==> src/rtl/mem_arbiter_if.sv <==
// Shared-memory arbiter bus: fetch port, data port and the single-port memory side.
interface mem_arbiter_if #(
    parameter int unsigned ADDR_BIT_WIDTH = 30,
    parameter int unsigned DATA_BIT_WIDTH = 32
);
    logic                      i_req;
    logic [ADDR_BIT_WIDTH-1:0] i_addr;
    logic                      i_gnt;
    logic                      i_rvalid;
    logic [DATA_BIT_WIDTH-1:0] i_rdata;

    logic                      d_req;
    logic                      d_we;
    logic                      d_lock;
    logic [ADDR_BIT_WIDTH-1:0] d_addr;
    logic [DATA_BIT_WIDTH-1:0] d_wdata;
    logic                      d_gnt;
    logic                      d_rvalid;
    logic [DATA_BIT_WIDTH-1:0] d_rdata;

    logic [ADDR_BIT_WIDTH-1:0] mem_addr;
    logic [DATA_BIT_WIDTH-1:0] mem_wdata;
    logic                      mem_en_write;
    logic [DATA_BIT_WIDTH-1:0] mem_rdata;

    // Arbiter side.
    modport slave (
        input  i_req, i_addr, d_req, d_we, d_lock, d_addr, d_wdata, mem_rdata,
        output i_gnt, i_rvalid, i_rdata, d_gnt, d_rvalid, d_rdata,
        output mem_addr, mem_wdata, mem_en_write
    );

    // Requester/memory side.
    modport master (
        output i_req, i_addr, d_req, d_we, d_lock, d_addr, d_wdata, mem_rdata,
        input  i_gnt, i_rvalid, i_rdata, d_gnt, d_rvalid, d_rdata,
        input  mem_addr, mem_wdata, mem_en_write
    );
endinterface

==> src/rtl/mem_arbiter.sv <==
// Round-robin arbiter sharing one single-port memory between a fetch port and a
// data port, with a data-port lock that excludes fetches.
module mem_arbiter #(
    parameter int unsigned ADDR_BIT_WIDTH = 30,
    parameter int unsigned DATA_BIT_WIDTH = 32
) (
    input logic          clk,
    input logic          reset,
    mem_arbiter_if.slave bus
);
    typedef enum logic [1:0] {StIdle, StLastI, StLastD, StLocked} state_e;

    state_e                    state_q, state_d;
    logic                      i_gnt, d_gnt;
    logic                      i_rvalid_q, d_rvalid_q;
    logic [DATA_BIT_WIDTH-1:0] i_rdata_q, d_rdata_q;
    logic [ADDR_BIT_WIDTH-1:0] mem_addr;

    always_comb begin
        i_gnt   = 1'b0;
        d_gnt   = 1'b0;
        state_d = state_q;
        if (!reset) begin
            if (state_q == StLocked) begin
                d_gnt = bus.d_req;
            end else if (bus.i_req && bus.d_req) begin
                // Data wins unless it won last time.
                d_gnt = (state_q != StLastD);
                i_gnt = (state_q == StLastD);
            end else begin
                i_gnt = bus.i_req;
                d_gnt = bus.d_req;
            end
        end

        if (reset) begin
            state_d = StIdle;
        end else if (i_gnt) begin
            state_d = StLastI;
        end else if (d_gnt) begin
            state_d = bus.d_lock ? StLocked : StLastD;
        end else if (state_q == StLocked && !bus.d_lock) begin
            // Lock dropped without a final access.
            state_d = StLastD;
        end
    end

    always_ff @(posedge clk) begin
        if (reset) begin
            state_q    <= StIdle;
            i_rvalid_q <= 1'b0;
            d_rvalid_q <= 1'b0;
            i_rdata_q  <= '0;
            d_rdata_q  <= '0;
        end else begin
            state_q    <= state_d;
            i_rvalid_q <= i_gnt;
            d_rvalid_q <= d_gnt;
            if (i_gnt) begin
                i_rdata_q <= bus.mem_rdata;
            end
            // Write acks leave the read data untouched.
            if (d_gnt && !bus.d_we) begin
                d_rdata_q <= bus.mem_rdata;
            end
        end
    end

    assign mem_addr         = d_gnt ? bus.d_addr : bus.i_addr;
    assign bus.mem_addr     = mem_addr;
    assign bus.mem_wdata    = bus.d_wdata;
    assign bus.mem_en_write = d_gnt & bus.d_we;
    assign bus.i_gnt        = i_gnt;
    assign bus.d_gnt        = d_gnt;
    assign bus.i_rvalid     = i_rvalid_q;
    assign bus.d_rvalid     = d_rvalid_q;
    assign bus.i_rdata      = i_rdata_q;
    assign bus.d_rdata      = d_rdata_q;
endmodule

==> src/flat_wrapper.sv <==
// flat-port wrapper written by rule: the top's interface ports become plain ports
module mem_arbiter_flat 
#(
    parameter int unsigned ADDR_BIT_WIDTH = 30,
    parameter int unsigned DATA_BIT_WIDTH = 32
)
  (clk, reset, bus_i_req, bus_i_addr, bus_d_req, bus_d_we, bus_d_lock, bus_d_addr, bus_d_wdata, bus_mem_rdata, bus_i_gnt, bus_i_rvalid, bus_i_rdata, bus_d_gnt, bus_d_rvalid, bus_d_rdata, bus_mem_addr, bus_mem_wdata, bus_mem_en_write);
  mem_arbiter_if #(.ADDR_BIT_WIDTH(ADDR_BIT_WIDTH), .DATA_BIT_WIDTH(DATA_BIT_WIDTH)) bus_i ();
  input logic clk;
  input logic reset;
  input wire logic [$bits(bus_i.i_req)-1:0] bus_i_req;
  input wire logic [$bits(bus_i.i_addr)-1:0] bus_i_addr;
  input wire logic [$bits(bus_i.d_req)-1:0] bus_d_req;
  input wire logic [$bits(bus_i.d_we)-1:0] bus_d_we;
  input wire logic [$bits(bus_i.d_lock)-1:0] bus_d_lock;
  input wire logic [$bits(bus_i.d_addr)-1:0] bus_d_addr;
  input wire logic [$bits(bus_i.d_wdata)-1:0] bus_d_wdata;
  input wire logic [$bits(bus_i.mem_rdata)-1:0] bus_mem_rdata;
  output wire logic [$bits(bus_i.i_gnt)-1:0] bus_i_gnt;
  output wire logic [$bits(bus_i.i_rvalid)-1:0] bus_i_rvalid;
  output wire logic [$bits(bus_i.i_rdata)-1:0] bus_i_rdata;
  output wire logic [$bits(bus_i.d_gnt)-1:0] bus_d_gnt;
  output wire logic [$bits(bus_i.d_rvalid)-1:0] bus_d_rvalid;
  output wire logic [$bits(bus_i.d_rdata)-1:0] bus_d_rdata;
  output wire logic [$bits(bus_i.mem_addr)-1:0] bus_mem_addr;
  output wire logic [$bits(bus_i.mem_wdata)-1:0] bus_mem_wdata;
  output wire logic [$bits(bus_i.mem_en_write)-1:0] bus_mem_en_write;
  assign bus_i.i_req = bus_i_req;
  assign bus_i.i_addr = bus_i_addr;
  assign bus_i.d_req = bus_d_req;
  assign bus_i.d_we = bus_d_we;
  assign bus_i.d_lock = bus_d_lock;
  assign bus_i.d_addr = bus_d_addr;
  assign bus_i.d_wdata = bus_d_wdata;
  assign bus_i.mem_rdata = bus_mem_rdata;
  assign bus_i_gnt = bus_i.i_gnt;
  assign bus_i_rvalid = bus_i.i_rvalid;
  assign bus_i_rdata = bus_i.i_rdata;
  assign bus_d_gnt = bus_i.d_gnt;
  assign bus_d_rvalid = bus_i.d_rvalid;
  assign bus_d_rdata = bus_i.d_rdata;
  assign bus_mem_addr = bus_i.mem_addr;
  assign bus_mem_wdata = bus_i.mem_wdata;
  assign bus_mem_en_write = bus_i.mem_en_write;
  mem_arbiter #(.ADDR_BIT_WIDTH(ADDR_BIT_WIDTH), .DATA_BIT_WIDTH(DATA_BIT_WIDTH)) u_core (.clk(clk), .reset(reset), .bus(bus_i));
endmodule
==> config.mk <==
export PLATFORM = sky130hd
export DESIGN_NAME = mem_arbiter_flat
export DESIGN_NICKNAME = d
export VERILOG_FILES = /design/src/rtl/mem_arbiter_if.sv /design/src/rtl/mem_arbiter.sv /design/src/flat_wrapper.sv
export SDC_FILE = /design/constraint.sdc
export NUM_CORES = 1
export LEC_CHECK = 0
export BUFFER_PORTS_ARGS = -buffer_cell sky130_fd_sc_hd__buf_2
export CAP_MARGIN = 20
export CORE_AREA = 2 2 100 102
export DETAILED_ROUTE_END_ITERATION = 8
export DIE_AREA = 0 0 102 104
export PLACE_DENSITY = 0.81
export SLEW_MARGIN = 10
export SYNTH_ARGS = -nofsm -noshare
export SYNTH_HDL_FRONTEND = slang
export SYNTH_SLANG_ARGS = --single-unit
==> constraint.sdc <==
create_clock -name clk -period 1.3 [get_ports clk]
set_input_delay 0.13 -clock clk [delete_from_list [all_inputs] [get_ports clk]]
set_output_delay 0.13 -clock clk [all_outputs]
set_load 0.01 [all_outputs]
==> out/summary.txt, run 1 <==
Flops & latches, synth: 68
CP max stage cell: dfxtp_2
GP Congestion: 0.937
Pwr/cell area: 1060 nW/um^2
Fraction of layout cells with a size suffix above 1: 64.8%
Placed Area: 4180 sq um
Minimum clock period: 1800 ps
Clock latency on the worst-skew pair: 350 ps
R2r setup slk: -190 ps
Wire per inst: 22.6 um
Failing checks: negative setup slack
Rel. slew slack: 7.74%
Number of remaining DRC errors: 0
Fin Clk Skew: 9.30 ps
Syn Nets: 433
RR Startpoint: u_core.state_q[1]$_SDFFE_PP0P_
CTS Buf Count: 9
Detailed Place HPWL: 9.69 mm
Min-Delay Path Class: in -> reg
PortBufs: 196
Crit end category: primary output
Top cell type's share of synthesized area: 45.1%
Gr ovfl total: 0
Crit path required time: 1170 ps
Max-cap violation count: 0
CTS clock-pin slew for the worst setup and hold paths: 90 ps
Synth Instances: 303
Final #Nets: 620
Hold_sp: bus_mem_rdata[11]
Synth-to-Final Area Change: 75.0%
CTS sink count: 68
Critical path cell sequence: nand3b_1 > nand3_4 > buf_12 > mux2_4 > buf_2
Synthesis Warnings: 0
CTS max path bufs: 2
Vias per inst: 5.20
Via count: 3,268
Final worst setup slack: -498 ps
Peak Freq: 556 MHz
Vias in the first global route: 3,366
Netlist Area Pre-Place: 3020 sq um
Crit path launch type: flip-flop
Die height: 104 um
Placed cells: 597
Worst hold path cell count: 3
Starting Density: 31.6%
Ports: 261
Post-DRT Antenna Nets: 0
Setup CP Type: reg -> out
Worst Path Buf+Inv: 2
Commonest non-fill, non-tap cell in the layout: buf_2
Syn_area_per_cell: 9.95 sq um
Status: finished with violations
Finished Layout Cells: 629
Setup TNS: -23,240 ps
Drt first-iter violations: 135
Core area: 9550 sq um
DIE WIDTH: 102 um
Fin util: 55.3%
Share of the clock period used by the worst path: 138%
Yosys cell types: 24
Final instance area: 5280 sq um
Leakage: 2.55 nW
Die area: 10,600 sq um
Crit-path max cell delay: 330 ps
RR Endpoint: u_core.bus.i_rdata[31]$_SDFFE_PP0P_
Row count: 36
Largest net degree at the start of global routing: 33
Pre-antenna DRT Iters: 4
CP arrival: 1670 ps
Initial antenna violation count: 1
Maximum vdd ir drop: 572 uV
CTS tree: done
Measured slew at the worst slew-check pin: 1380 ps
Root buf cell: clkbuf_8
FF-to-FF path depth: 7
CP delay by family, top: simple AND/OR/NAND/NOR gates
Area leader, netlist: dfxtp_1
Commonest cells after routing, fill and taps aside: buf_2 (180), dfxtp_1 (66), nand3_1 (32), nand2_1 (32), a22o_1 (32)
First-pass GRT wire length: 19.5 mm
Seq/Total Area, Yosys: 45.1%
Hold_ws: 10.3 ps
Area contributors post-synth: dfxtp_1 (45%), mux2_1 (10%), a22o_1 (9.3%)
RSZ-0062 raised after global routing: true
Final hold vios: 0
Wirelength, routed: 14.2 mm
All-Layer GR Usage: 24.2%
CP max FO: 16
Fill count: 873
Worst Hold Path EP: u_core.bus.d_rdata[11]$_SDFFE_PP0P_
Setup-failing EPs final: 98
H-tree Lvls: 3
Max-slew violation count: 0
## metal layers
layer / share of wire [%] / vias to the layer above / track usage, %
li1: - / 1486 / -
met1: 41 / 1602 / 29.6
met2: 49 / 155 / 41.0
met3: 7.4 / 25 / 6.18
met4: 2.8 / 0 / 7.81
met5: 0 / - / 0
## cell usage after synthesis (all sizes together)
master	n
a211oi	1
a21oi	1
a22o	32
and2	1
and3	2
and3b	1
buf	40
clkbuf	20
dfxtp	68
inv	4
mux2	30
mux2i	1
nand2	32
nand3	33
nand3b	1
nor2	1
nor3	1
nor3b	1
o21a	1
o311ai	32
## stage by stage
stage / worst slack, ps / power [W]
final: -498 / 0.00562
after global routing: -555 / 0.00582
after CTS: -503 / 0.00552
after detailed placement: -128 / 0.00335
after global placement: -125 / 0.00334
after floorplan: -39.9 / 0.00290
## what timing repair did
action,in CTS,in global routing
buffers inserted,9,0
pin swaps,12,22
gates resized for setup,90,33
endpoints found under the setup margin,87,98
endpoints found under the hold margin,3,0
hold buffers,2,0
cloned,4,3
## flip-flops by register name, indices dropped and copies added, names as in the netlist
signal	cells
u_core.state_q	2
u_core.bus.i_rdata	32
u_core.bus.i_rvalid	1
u_core.bus.d_rvalid	1
u_core.bus.d_rdata	32
## final cells by class
class | instances | area [sq um] | share of cell area, %
multi-input combinational | 171 | 1900 | 36.1
timing repair buffer | 236 | 1600 | 30.4
sequential | 68 | 1360 | 25.8
tap | 133 | 166 | 3.15
clock buffer | 9 | 124 | 2.35
clock inverter | 7 | 98.8 | 1.87
inverter | 4 | 15.0 | 0.284
antenna | 1 | 2.50 | 0.0474
## worst max path at each step
| stage | to | start | slack [ps] | depth (start not counted) |
|---|---|---|---|---|
| floorplan | bus_mem_addr[10] | u_core.state_q[0]$_SDFFE_PP0P_ | -40 | 4 |
| global placement | bus_mem_addr[0] | u_core.state_q[0]$_SDFFE_PP0P_ | -130 | 5 |
| detailed placement | bus_mem_addr[0] | u_core.state_q[0]$_SDFFE_PP0P_ | -130 | 5 |
| CTS | bus_mem_addr[15] | u_core.state_q[0]$_SDFFE_PP0P_ | -500 | 5 |
| global route | bus_mem_addr[15] | u_core.state_q[0]$_SDFFE_PP0P_ | -550 | 5 |
| finish | bus_mem_addr[15] | u_core.state_q[0]$_SDFFE_PP0P_ | -500 | 5 |
## kinds of logic (layout without fill, tap and decap cells)
family	count (synthesis)	count (layout)	share of synthesized area, %
other	0	1	0
muxes	31	31	11.5
AOI/OAI and AO/OA	67	67	19.4
DFF	68	68	45.1
buffers and inverters	64	256	12.6
and+or+nand+nor	73	73	11.3
## power by group
part | internal [W] | total [W] | switching, W
Clock | 0.00109 | 0.00198 | 0.000887
Sequential | 0.00220 | 0.00229 | 0.0000866
Combinational | 0.000670 | 0.00135 | 0.000682
## tightest hold or removal path, cell delays in order
cell	delay, ps
buf_2	90
nand3_1	60
nand2_1	60
(Power assumes the default switching activity.)
==> run 2, diff against run 1 <==
==> constraint.sdc (replaced) <==
create_clock -name clk -period 1.3 [get_ports clk]
set_input_delay 0.065 -clock clk [delete_from_list [all_inputs] [get_ports clk]]
set_output_delay 0.065 -clock clk [all_outputs]
set_load 0.01 [all_outputs]
==> run 2 against run 1 <==
The run still ends with negative setup slack left. Combinational power decreased by 4%. Flip-flop and latch count unchanged. Power decreased by 5.1%. Sequential power about the same. Final cell count increased by 3.0%. Largest power group unchanged.
==> out/summary.txt, run 2 (synthesized netlist as in run 1, its figures left out) <==
Status: finished with violations
Failing checks: negative setup slack
R2r setup slk: -190 ps
CTS max path bufs: 2
Met1 global-route usage: 22.2%
Crit path launch type: flip-flop
Met2 Resource Use GR: 40.7%
Detailed Place HPWL: 8.69 mm
Minimum clock period: 1750 ps
Met3 usage in global routing: 4.91%
Rel. slew slack: 24.7%
Critical path cell sequence: nand3b_1 > nand3_4 > buf_16 > mux2_1 > buf_2
Largest net degree at the start of global routing: 33
Placed cells: 591
Share of the clock period used by the worst path: 135%
Maximum vdd ir drop: 528 uV
Number of remaining DRC errors: 0
First-pass GRT wire length: 17.7 mm
FF-to-FF path depth: 6
Peak Freq: 571 MHz
Cell Int Power: 0.00380 W
Power share of the combinational group: 24.3%
Wirelength, routed: 13.1 mm
H-tree Lvls: 3
Leakage: 2.54 nW
Pwr/cell area: 1010 nW/um^2
Worst hold path cell count: 3
CP arrival: 1690 ps
Via count: 3,408
CP max FO: 15
Vias in the first global route: 3,354
PortBufs: 196
Gr ovfl total: 0
Root buf cell: clkbuf_8
Gr busiest metal: met2
Wire per inst: 20.2 um
Min-Delay Path Class: in -> reg
All-Layer GR Usage: 22.0%
Die height: 104 um
Starting Density: 31.6%
Measured slew at the worst slew-check pin: 1130 ps
Vias per inst: 5.26
Post-DRT Antenna Nets: 0
Commonest cells after routing, fill and taps aside: buf_2 (178), dfxtp_1 (67), dlygate4sd3_1 (33)
P_sw: 0.00153 W
CTS sink count: 68
Row count: 36
Reg power frac: 42.9%
Drt first-iter violations: 202
Finished Layout Cells: 648
CP max stage cell: mux2_1
Crit-path max cell delay: 320 ps
Final #Nets: 639
Max-cap violation count: 0
Initial antenna violation count: 2
CTS tree: done
Fin util: 55.4%
Crit end category: primary output
Core area: 9550 sq um
Clock power frac: 32.9%
Sw Ratio: 28.8%
Final hold vios: 0
Setup-failing EPs final: 98
Commonest non-fill, non-tap cell in the layout: buf_2
RSZ-0062 raised after global routing: true
Fraction of layout cells with a size suffix above 1: 57.4%
DIE WIDTH: 102 um
Max-slew violation count: 0
Pre-antenna DRT Iters: 5
Clock latency on the worst-skew pair: 350 ps
Fin Clk Skew: 8.29 ps
Crit path required time: 1240 ps
Setup CP Type: reg -> out
Ports: 261
CTS Buf Count: 9
CTS clock-pin slew for the worst setup and hold paths: 70 ps
Final worst setup slack: -450 ps
Synth-to-Final Area Change: 75.4%
GP Congestion: 1.03
Die area: 10,600 sq um
[run 2: changes by cell type in the layout (fill, tap and decap cells not counted), moves of 4 or more]
cell | previous run | this run
buf_6 | 27 | 22
o311ai_4 | 25 | 14
buf_4 | 15 | 11
mux2_1 | 0 | 13
o311ai_2 | 6 | 17
dlygate4sd3_1 | 2 | 33
mux2_4 | 29 | 17
[run 2: timing repair]
item / in CTS / in global routing
cloned: 2 / 2
hold buffers: 33 / 0
pin swaps: 2 / 5
endpoints found under the setup margin: 90 / 98
setup buffers: 2 / 1
gates resized for setup: 88 / 40
hold endpoints to repair: 65 / 0
[run 2: power by group through the flow]
stage / clock network, W / registers, W / logic [W]
after floorplan: 0 / 0.00236 / 0.000455
after global placement: 0 / 0.00230 / 0.000902
after detailed placement: 0 / 0.00231 / 0.000921
after CTS: 0.00178 / 0.00227 / 0.00118
after global routing: 0.00185 / 0.00229 / 0.00136
final: 0.00175 / 0.00228 / 0.00129
[run 2: worst max-delay path, delay by kind of cell (launching register included)]
kind / cells / cell delay [ps]
DFF: 1 / 310
muxes: 1 / 320
buffers and inverters: 2 / 330
and+or+nand+nor: 2 / 380
[run 2: cell type report]
type / instances / area, sq um
Inverter: 4 / 15.0
Multi-Input combinational cell: 171 / 1750
Sequential cell: 68 / 1370
Tap cell: 133 / 166
Clock inverter: 6 / 62.6
Timing Repair Buffer: 255 / 1790
Clock buffer: 10 / 138
Fill cell: 829 / 4260
Antenna cell: 1 / 2.50
[run 2: final timing paths]
check | startpoint | endpoint
worst max-delay path | u_core.state_q[0]$_SDFFE_PP0P_ | bus_mem_addr[19]
worst min-delay path | bus_d_lock | u_core.state_q[0]$_SDFFE_PP0P_
worst max register to register | u_core.state_q[1]$_SDFFE_PP0P_ | u_core.bus.i_rdata[21]$_SDFFE_PP0P_
worst min register to register | u_core.bus.d_rdata[14]$_SDFFE_PP0P_ | u_core.bus.d_rdata[14]$_SDFFE_PP0P_
[run 2: per-stage QoR]
| step | power (W) | setup slack (ps) | setup TNS, ps | area (sq um) | hold WS, ps |
|---|---|---|---|---|---|
| final | 0.00533 | -450 | -20270 | 5290 | 24.3 |
| after global routing | 0.00551 | -523 | -25990 | 5290 | 30.4 |
| after CTS | 0.00523 | -461 | -18810 | 4920 | 5.97 |
| after detailed placement | 0.00323 | -145 | -5960 | 4010 | 130 |
| after global placement | 0.00320 | -114 | -2410 | 4010 | 130 |
| after floorplan | 0.00282 | -21.8 | -436 | 3020 | 144 |
[run 2: per-layer routing]
metal	share of wire [%]	routed length [um]
met1	34	4400
met2	53	6940
met3	9.0	1170
met4	4.5	590
met5	0.099	13
==> run 3, diff against run 2 <==
--- a/config.mk
+++ b/config.mk
@@ -11,6 +11,7 @@
 export DETAILED_ROUTE_END_ITERATION = 8
 export DIE_AREA = 0 0 102 104
 export PLACE_DENSITY = 0.81
+export REMOVE_ABC_BUFFERS = 1
 export SLEW_MARGIN = 10
 export SYNTH_ARGS = -nofsm -noshare
 export SYNTH_HDL_FRONTEND = slang
==> run 3 against run 2 <==
The flow still finishes with violations (negative setup slack). Via count shrank 2.6%. First-iteration DRC count shrank 35%. Global-route usage shrank 1.6 points. Final area shrank 1.4%. Maximum frequency shrank 0.40%. Register-to-register slack gained 130 ps. Largest cell class unchanged. Die area is the same. Hold slack gained 17 ps. Clock power grew 9.7%. Sequential share of layout area grew 0.34 points.
==> out/summary.txt, run 3 (synthesized netlist as in run 1, its figures left out) <==
Setup CP Type: reg -> out
Hold_sp: bus_d_req
RR Startpoint: u_core.state_q[0]$_SDFFE_PP0P_
Crit end category: primary output
CTS Buf Count: 9
Maximum vdd ir drop: 400 uV
Vias in the first global route: 3,161
Critical path cell sequence: nand3b_1 > nand3_4 > clkbuf_16 > mux2_4 > buf_6
CP delay by family, top: simple AND/OR/NAND/NOR gates
Min-Delay Path Class: in -> reg
Max-cap violation count: 0
Root buf cell: clkbuf_8
Via count: 3,321
Commonest non-fill, non-tap cell in the layout: buf_2
DIE WIDTH: 102 um
Row count: 36
First-pass GRT wire length: 16.6 mm
Fraction of layout cells with a size suffix above 1: 58.6%
Detailed Place HPWL: 7.82 mm
Number of remaining DRC errors: 0
Peak Freq: 569 MHz
Final #Nets: 635
Initial antenna violation count: 1
CTS max path bufs: 2
Failing checks: negative setup slack
Pwr/cell area: 1050 nW/um^2
Wire per inst: 19.0 um
Die height: 104 um
Final hold vios: 0
Commonest cells after routing, fill and taps aside: buf_2 (165), dfxtp_1 (66), dlygate4sd3_1 (34)
Pwr Total: 0.00547 W
Hold_ws: 41.6 ps
Pre-antenna DRT Iters: 4
Minimum clock period: 1760 ps
Worst hold path cell count: 2
All-Layer GR Usage: 20.4%
Max-slew violation count: 0
Crit-path max cell delay: 320 ps
FF-to-FF path depth: 6
Status: finished with violations
CTS sink count: 68
CTS clock-pin slew for the worst setup and hold paths: 70 ps
Final worst setup slack: -457 ps
Rel. slew slack: 42.8%
Wirelength, routed: 12.2 mm
Placed Area: 4010 sq um
CP arrival: 1690 ps
Share of the clock period used by the worst path: 135%
Drt first-iter violations: 132
R2r setup slk: -60 ps
PortBufs: 196
Post-DRT Antenna Nets: 0
Gr ovfl total: 0
Clock latency on the worst-skew pair: 350 ps
Crit path required time: 1240 ps
Synth-to-Final Area Change: 73.0%
Die area: 10,600 sq um
Worst Path Buf+Inv: 2
H-tree Lvls: 3
Placed cells: 589
Crit path launch type: flip-flop
RR Endpoint: u_core.bus.i_rdata[30]$_SDFFE_PP0P_
Fin Clk Skew: 7.00 ps
GP Congestion: 0.756
Vias per inst: 5.16
Leakage: 2.61 nW
Worst Hold Path EP: u_core.state_q[1]$_SDFFE_PP0P_
RSZ-0062 raised after global routing: true
Finished Layout Cells: 644
Setup TNS: -14,770 ps
CP max FO: 8
Core area: 9550 sq um
Setup-failing EPs final: 63
Measured slew at the worst slew-check pin: 856 ps
Ports: 261
Starting Density: 31.6%
Largest net degree at the start of global routing: 33
CTS tree: done
CP max stage cell: dfxtp_2
Final instance area: 5220 sq um
-- run 3: cell count changes in the layout (fill, tap and decap cells not counted), sizes merged --
| cell | previous run | this run |
|---|---|---|
| clkinv | 4 | 3 |
| dlygate4sd3 | 33 | 34 |
| bufinv | 1 | 2 |
| buf | 220 | 215 |
-- run 3: per-stage QoR --
step / util [%] / setup slack [ps]
2_1_floorplan: - / -1380
3_3_place_gp: 42.0 / -55.4
3_5_place_dp: 42.0 / -93.0
4_1_cts: 48.6 / -459
5_1_grt: 54.6 / -507
6_report: 54.6 / -457
-- run 3: metal layers --
metal  up-vias  track usage [%]  wire [um]
met4         2             8.95        227
met5         -             6.67         66
met1      1591             22.2       4450
met2       206             33.3       6040
li1       1497                -          -
met3        25             9.07       1440
-- run 3: what timing repair did --
| item | 4_1_cts | 5_1_grt |
|---|---|---|
| endpoints found under the setup margin | 81 | 98 |
| hold endpoints to repair | 65 | 0 |
| cloned | 1 | 2 |
| pin swaps | 1 | 1 |
| resized for setup | 29 | 96 |
| setup buffers | 2 | 0 |
| hold buffers | 34 | 0 |
-- run 3: worst max-delay path by stage --
| stage | startpoint | end | slack (ps) | depth (start not counted) |
|---|---|---|---|---|
| after floorplan | u_core.state_q[0]$_SDFFE_PP0P_ | bus_mem_addr[10] | -1380 | 3 |
| after global placement | u_core.state_q[1]$_SDFFE_PP0P_ | bus_mem_addr[1] | -60 | 5 |
| after detailed placement | u_core.state_q[1]$_SDFFE_PP0P_ | bus_mem_addr[1] | -90 | 5 |
| after CTS | u_core.state_q[0]$_SDFFE_PP0P_ | bus_mem_addr[15] | -460 | 5 |
| after global routing | u_core.state_q[0]$_SDFFE_PP0P_ | bus_mem_addr[5] | -510 | 5 |
| final | u_core.state_q[0]$_SDFFE_PP0P_ | bus_mem_addr[5] | -460 | 5 |
-- run 3: report_power, final --
| part | leakage, nW | switching [W] | internal (W) |
|---|---|---|---|
| logic | 1.94 | 0.000577 | 0.000693 |
| clock network | 0.111 | 0.000839 | 0.00108 |
| registers | 0.557 | 0.0000723 | 0.00220 |
| total | 2.61 | 0.00149 | 0.00398 |
-- run 3: cell type report --
class,instances,area [sq um]
Fill cell,824,4330
Sequential cell,68,1360
Multi-Input combinational cell,171,1640
Clock buffer,10,128
Timing Repair Buffer,251,1810
Tap cell,133,166
Inverter,4,17.5
Antenna cell,1,2.50
Clock inverter,6,87.6
-- run 3: worst reg2reg max path, cell delays in order (launching register included) --
cell     delay (ps)
dfxtp_2         320
buf_4           130
mux2i_1         190
buf_4           170
a21oi_4          70
buf_12          150
a22o_1          210
